**src/rtl/store_writedata.sv**
```systemverilog
// Store write-data path: alignment check, byte-lane placement and strobe, dbus request held until data_ok.
// Latency: dreq_valid the cycle after acceptance; done pulse the cycle after data_ok (or after acceptance on a fault).
module store_writedata #(
    parameter int unsigned BUS_TIMEOUT = 0
) (
    input  logic        clk,
    input  logic        reset,
    input  logic        in_valid,
    output logic        in_ready,
    input  logic [63:0] in_addr,
    input  logic [63:0] in_data,
    input  logic [2:0]  in_msize,
    output logic        dreq_valid,
    output logic [63:0] dreq_addr,
    output logic [2:0]  dreq_size,
    output logic [7:0]  dreq_strobe,
    output logic [63:0] dreq_data,
    input  logic        dresp_addr_ok,
    input  logic        dresp_data_ok,
    output logic        done_valid,
    output logic        done_error,
    output logic        busy
);

    typedef enum logic [1:0] {IDLE, REQ, DONE, ERR} state_t;

    state_t      state, state_nxt;
    logic [63:0] addr_q, data_q;
    logic [2:0]  size_q;
    logic [7:0]  strobe_q;
    logic [31:0] tmo_cnt;

    logic        legal, aligned, tmo_hit;
    logic [7:0]  base;
    logic [63:0] mask, lane_data;
    logic [7:0]  lane_strobe;

    // The bus address handshake carries no obligation here; the request is held until data_ok.
    logic unused_addr_ok;
    assign unused_addr_ok = dresp_addr_ok;

    always_comb begin
        legal   = 1'b1;
        aligned = 1'b0;
        base    = 8'h00;
        mask    = 64'h0;
        case (in_msize)
            3'd0: begin base = 8'h01; mask = 64'h0000_0000_0000_00FF; aligned = 1'b1; end
            3'd1: begin base = 8'h03; mask = 64'h0000_0000_0000_FFFF; aligned = ~in_addr[0]; end
            3'd2: begin base = 8'h0F; mask = 64'h0000_0000_FFFF_FFFF; aligned = (in_addr[1:0] == 2'b00); end
            3'd3: begin base = 8'hFF; mask = 64'hFFFF_FFFF_FFFF_FFFF; aligned = (in_addr[2:0] == 3'b000); end
            default: legal = 1'b0;
        endcase
        lane_data   = (in_data & mask) << {in_addr[2:0], 3'b000};
        lane_strobe = base << in_addr[2:0];
    end

    always_comb begin
        tmo_hit = (BUS_TIMEOUT != 0) && (tmo_cnt == BUS_TIMEOUT - 32'd1);
    end

    always_comb begin
        state_nxt = state;
        case (state)
            IDLE: if (in_valid) state_nxt = (legal && aligned) ? REQ : ERR;
            // data_ok wins over a timeout landing on the same cycle
            REQ: begin
                if (dresp_data_ok)  state_nxt = DONE;
                else if (tmo_hit)   state_nxt = ERR;
            end
            DONE:    state_nxt = IDLE;
            ERR:     state_nxt = IDLE;
            default: state_nxt = IDLE;
        endcase
    end

    always_ff @(posedge clk or posedge reset) begin
        if (reset) begin
            state <= IDLE;
        end else begin
            state <= state_nxt;
        end
    end

    always_ff @(posedge clk or posedge reset) begin
        if (reset) begin
            addr_q   <= 64'h0;
            data_q   <= 64'h0;
            size_q   <= 3'd0;
            strobe_q <= 8'h00;
            tmo_cnt  <= 32'd0;
        end else begin
            if (state == IDLE) begin
                tmo_cnt <= 32'd0;
                if (in_valid) begin
                    addr_q   <= {in_addr[63:3], 3'b000};
                    data_q   <= lane_data;
                    size_q   <= in_msize;
                    strobe_q <= lane_strobe;
                end
            end else if (state == REQ && !dresp_data_ok) begin
                tmo_cnt <= tmo_cnt + 32'd1;
            end
        end
    end

    always_comb begin
        dreq_valid  = (state == REQ);
        dreq_addr   = dreq_valid ? addr_q   : 64'h0;
        dreq_size   = dreq_valid ? size_q   : 3'd0;
        dreq_strobe = dreq_valid ? strobe_q : 8'h00;
        dreq_data   = dreq_valid ? data_q   : 64'h0;
        in_ready    = (state == IDLE);
        busy        = (state != IDLE);
        done_valid  = (state == DONE) || (state == ERR);
        done_error  = (state == ERR);
    end

endmodule

```
**config.mk**
```make
export PLATFORM = sky130hd
export DESIGN_NAME = store_writedata
export DESIGN_NICKNAME = d
export VERILOG_FILES = /design/src/rtl/store_writedata.sv
export SDC_FILE = /design/constraint.sdc
export NUM_CORES = 1
export LEC_CHECK = 0
export CAP_MARGIN = 15
export CORE_MARGIN = 2
export CORE_UTILIZATION = 35
export CTS_CLUSTER_DIAMETER = 80
export DETAILED_ROUTE_END_ITERATION = 8
export DONT_BUFFER_PORTS = 1
export HOLD_SLACK_MARGIN = 0.1
export SETUP_SLACK_MARGIN = 0.15
export SYNTH_ARGS = -nofsm -noshare
export SYNTH_HDL_FRONTEND = slang
export SYNTH_SLANG_ARGS = --single-unit
```
**constraint.sdc**
```tcl
create_clock -name clk -period 4.59 [get_ports clk]
set_input_delay 0.918 -clock clk [delete_from_list [all_inputs] [get_ports clk]]
set_output_delay 0.918 -clock clk [all_outputs]
set_load 0.005 [all_outputs]
```
==> results of run 1 <==
[sequential cells by signal (all words and copies together) (netlist names)]
register and count:
strobe_q 8, state 2, size_q 3, addr_q 61
data_q 64
[power breakdown]
part	total [mW]	switching, mW	internal [mW]
clock	1.31	0.597	0.708
sequential	1.89	0.224	1.67
combinational	1.36	0.894	0.465
[cells by family (layout without fill, tap and decap cells)]
group | Yosys count | in the layout | share of synthesized area
AO/OA/AOI/OAI | 150 | 150 | 0.135
buffers and inverters | 89 | 47 | 0.0522
flip-flops | 138 | 138 | 0.443
multiplexers | 40 | 40 | 0.0523
other | 1 | 3 | 0.000481
AND/OR/NAND/NOR | 503 | 503 | 0.317
[metrics by stage]
| stage | utilization | area (µm²) | hold slack, ns | std cells |
|---|---|---|---|---|
| 2_1_floorplan | - | 7810 | 0.437 | 923 |
| 3_5_place_dp | 0.360 | 7860 | 0.454 | 1129 |
| 5_1_grt | 0.386 | 8420 | 0.488 | 1161 |
| 4_1_cts | 0.386 | 8420 | 0.469 | 1161 |
| 6_report | 0.386 | 8420 | 0.465 | 1161 |
| 3_3_place_gp | 0.360 | 7860 | 0.450 | 1129 |
[cell type report]
type                       instances  area share
multi-input combinational        696       0.470
sequential                       138       0.410
clock buffer                      17      0.0505
tap                              280      0.0416
clock inverter                    15      0.0153
timing repair buffer               7     0.00773
inverter                           8     0.00401
[cell usage after synthesis, types with 6 or more instances]
library cell | count | area share
a22o_1 | 16 | 0.018
mux2_2 | 6 | 0.0087
nand2_1 | 248 | 0.12
a211oi_1 | 7 | 0.0067
nor2b_1 | 9 | 0.0072
o32a_1 | 7 | 0.0090
dfrtp_1 | 138 | 0.44
nand3_1 | 23 | 0.015
nor3_1 | 27 | 0.017
a22oi_1 | 19 | 0.018
o21ai_0 | 53 | 0.034
nand2b_1 | 13 | 0.010
o211ai_1 | 9 | 0.0087
mux2i_1 | 34 | 0.044
a221oi_1 | 11 | 0.012
nor2_1 | 24 | 0.012
and2_1 | 139 | 0.11
buf_1 | 13 | 0.0063
inv_1 | 8 | 0.0039
buf_2 | 19 | 0.012
clkbuf_1 | 41 | 0.020
[per-layer routing]
layer	vias to the layer above	GRT usage	share of wire
met1	3080	0.292	0.43
met2	322	0.308	0.45
met3	37	0.0508	0.087
met5	-	0	0
met4	0	0.0780	0.028
li1	3001	-	-
[worst max path at each step]
stage | endpoint | from
after floorplan | addr_q[10] | reset
after global routing | dreq_addr[49] | state[0]
after global placement | dreq_addr[26] | state[1]
after detailed placement | dreq_addr[26] | state[1]
final | dreq_addr[26] | state[0]
after CTS | dreq_addr[26] | state[1]
[critical path: stages (launching register included)]
cell	delay, ns
dfrtp_1	0.45
nor2b_4	0.75
buf_4	0.51
and2_1	0.24
==> results_dict.tcl, run 1 <==
set metrics [dict create \
    status "finished, final reports clean" \
    period_minus_slack_ns 3.32 \
    clk_pin_slew_worst_paths_ns 0.06 \
    r2r_cells 4 \
    max_freq_mhz 301 \
    drv_slew 0 \
    boundaryPins 280 \
    crit_type "reg -> out" \
    hold_viol_final 0 \
    syn2layout_area_growth_pct 7.94 \
    grt_pass1_wl_um 37900 \
    r2r-end "data_q[41]" \
    synth.avg_cell_area_um2 8.47 \
    end_kind "output port" \
    drt-pass1-iter-count 5 \
    wire_per_inst_um 21.1 \
    cts_tree "yes" \
    post_cts_resized 0 \
    min_from "addr_q[30]" \
    initial_core_util 0.357 \
    gr-total-overflow 0 \
    numPortBuffers 0 \
    layout.nets 1004 \
    hold_buffers 0 \
    multi_input_area_um2 3960 \
    start_kind "flop" \
    n_fill_cell 2236 \
    setup_slack_ns 1.27 \
    vias_per_cell 5.55 \
    worst_pin_slew_ns 0.987 \
    routed_wl_um 24500 \
    diodes 0 \
    crit_path_max_fanout 53 \
    crit_arrival_ns 2.41 \
    required_ns 3.67 \
    slew-limit-headroom 0.342 \
    cts_buffer_depth 2 \
    tns_ns 0 \
    final_common_cell "nand2_1" \
    routabilityCongestion 0.923 \
    dr_total_vias 6440 \
    core_region_area_um2 21800 \
    pre_cts_slack_ns 1.62 \
    die-width_um 153 \
    ant_nets 0 \
    drc 0 \
    hold_path.class "reg -> reg" \
    vdd_ir_drop_max_mv 0.259 \
    finalPower_mw 4.55 \
    place_hpwl_um 17100 \
    htree_levels 4 \
    grt_max_degree 139 \
    drive_above_1_share 0.0624 \
    leakage_nw 3.93 \
    hold_depth 2 \
    power.density_cell_area_nw_per_um2 541 \
    rows 54 \
    r2r-start "state[1]" \
    grt_usage 0.207 \
    area.sequential_um2 3450 \
    grt_antenna_before_repair 0 \
    final_cell_mix "248 x nand2_1, 139 x and2_1, 138 x dfrtp_1, 53 x o21ai_0, 34 x mux2i_1" \
    synth_edf_count 0 \
    rsz0062_at_grt "no" \
    die_y_um 153 \
    synth.distinct_cells 55 \
    cts_root_buf "clkbuf_16" \
    async_flop_share 1.00 \
    post_cts_buffers 0 \
    ys_ff_latch 138 \
    yosys_most_used_dff "dfrtp_1" \
    fin_crit_sh 0.724 \
    clock-skew-final_ns 0.0118 \
    netlist_instances 921 \
    finalSetupViolations 0 \
    dieArea_um2 23500 \
    drtIter0Drc 707 \
    ys.warnings.count 0 \
    syn-cell-area_um2 7800 \
    first_global_vias 6161 \
    cts.sinks 138 \
    numCtsBuffers 17 \
    whs_endpoint "addr_q[30]" \
    drv_cap 0 \
    rrSetupSlack_ns 2.08 \
    ys_seq_area_frac 0.443 \
    clock_latency_ns 0.43 \
]
Power figures use the tool's default switching activity.
==> run 2: changes to the inputs <==
==> constraint.sdc (replaced) <==
create_clock -name clk -period 3.3 [get_ports clk]
set_input_delay 0.66 -clock clk [delete_from_list [all_inputs] [get_ports clk]]
set_output_delay 0.66 -clock clk [all_outputs]
set_load 0.005 [all_outputs]
==> results_dict.tcl, run 2 (synthesis results as in run 1) <==
set metrics [dict create \
    final_cell_mix "248 x nand2_1, 139 x and2_1, 138 x dfrtp_1, 53 x o21ai_0, 34 x mux2i_1" \
    whs_ns 0.338 \
    drt-pass1-iter-count 5 \
    fin_crit_sh 0.842 \
    drc 0 \
    max_stage_delay_ns 0.67 \
    power.density_cell_area_nw_per_um2 776 \
    die-width_um 153 \
    syn2layout_area_growth_pct 9.40 \
    hold_viol_final 0 \
    start_kind "flop" \
    vdd_ir_drop_max_mv 0.282 \
    r2r-end "data_q[0]" \
    r2r-start "state[1]" \
    gr-total-overflow 0 \
    path_buf_inv 1 \
    tns_ns 0 \
    core_region_area_um2 21800 \
    grt_pass1_wl_um 37700 \
    final_common_cell "nand2_1" \
    rrSetupSlack_ns 1.26 \
    routed_wl_um 24700 \
    clk_pin_slew_worst_paths_ns 0.06 \
    post_dp_cell_area_um2 7910 \
    post_cts_resized 0 \
    grt_usage 0.207 \
    crit_path_max_fanout 60 \
    finalSetupViolations 0 \
    placedCellCount 1130 \
    top_regs "data_q x64, addr_q x61, strobe_q x8" \
    required_ns 2.64 \
    rows 54 \
    drive_above_1_share 0.0635 \
    grt_max_degree 139 \
    crit_family "simple AND/OR/NAND/NOR gates" \
    instances_no_fill 1162 \
    slew-limit-headroom 0.471 \
    pre_cts_slack_ns 0.917 \
    r2r_cells 4 \
    finalPower_mw 6.62 \
    period_minus_slack_ns 2.78 \
    first_global_vias 6112 \
    crit_type "reg -> out" \
    die_y_um 153 \
    htree_levels 4 \
    place_hpwl_um 17200 \
    diodes 0 \
    routabilityCongestion 0.932 \
    cts.sinks 138 \
    met3_usage 0.0437 \
    boundaryPins 280 \
    cts_buffer_depth 2 \
    dr_total_vias 6442 \
    cp_cell_sequence "nor2b_4 -> buf_12 -> and2_1" \
    ant_nets 0 \
    crit_slowest_cell "nor2b_4" \
    setup_slack_ns 0.523 \
    leakage_nw 3.99 \
    dieArea_um2 23500 \
    drtIter0Drc 770 \
    numPortBuffers 0 \
    post_cts_buffers 0 \
    use_met1 0.292 \
    vias_per_cell 5.54 \
    use_met2 0.318 \
    largest_register "data_q" \
    drv_cap 0 \
    layout.nets 1005 \
    worst_pin_slew_ns 0.792 \
    drv_slew 0 \
    max_freq_mhz 360 \
    clock_latency_ns 0.43 \
    cts_tree "yes" \
    finish.utilization 0.391 \
    wire_per_inst_um 21.2 \
    end_kind "output port" \
    status "finished, final reports clean" \
    largest_reg_flops 64 \
    numCtsBuffers 17 \
    gr-max-usage-layer "met2" \
    rsz0062_at_grt "no" \
    hold_path.class "in -> async" \
    hold_buffers 0 \
    grt_antenna_before_repair 0 \
    crit_arrival_ns 2.12 \
    initial_core_util 0.357 \
    fin_area_um2 8530 \
    clock-skew-final_ns 0.0157 \
    cts_root_buf "clkbuf_16" \
]
-- run 2: how the worst max path moves through the flow --
| stage | startpoint | to | slack [ns] | cells past startpoint |
|---|---|---|---|---|
| final | state[1] | dreq_addr[26] | 0.52 | 3 |
| after global routing | state[0] | dreq_addr[26] | 0.35 | 3 |
| after CTS | state[0] | dreq_addr[26] | 0.47 | 3 |
| after detailed placement | state[0] | dreq_addr[26] | 0.92 | 3 |
| after global placement | state[1] | dreq_addr[47] | 0.98 | 3 |
| after floorplan | reset | addr_q[10] | 0.92 | 1 |
-- run 2: where the power goes --
group          switching, mW  internal [mW]  total, mW
combinational           1.26          0.690       1.95
sequential             0.320           2.32       2.64
clock                  0.774           1.27       2.04
-- run 2: layout make-up --
| type | count | area (µm²) |
|---|---|---|
| inverter | 8 | 33.8 |
| clock inverter | 15 | 198 |
| fill | 2261 | 13300 |
| multi-input combinational | 696 | 3960 |
| timing repair buffer | 8 | 110 |
| tap | 280 | 350 |
| sequential | 138 | 3450 |
| clock buffer | 17 | 425 |
-- run 2: per-layer routing --
metal | vias to the layer above | wire length (µm)
li1 | 3003 | -
met1 | 3118 | 11000
met2 | 287 | 11300
met3 | 34 | 1740
met4 | 0 | 578
met5 | - | 0
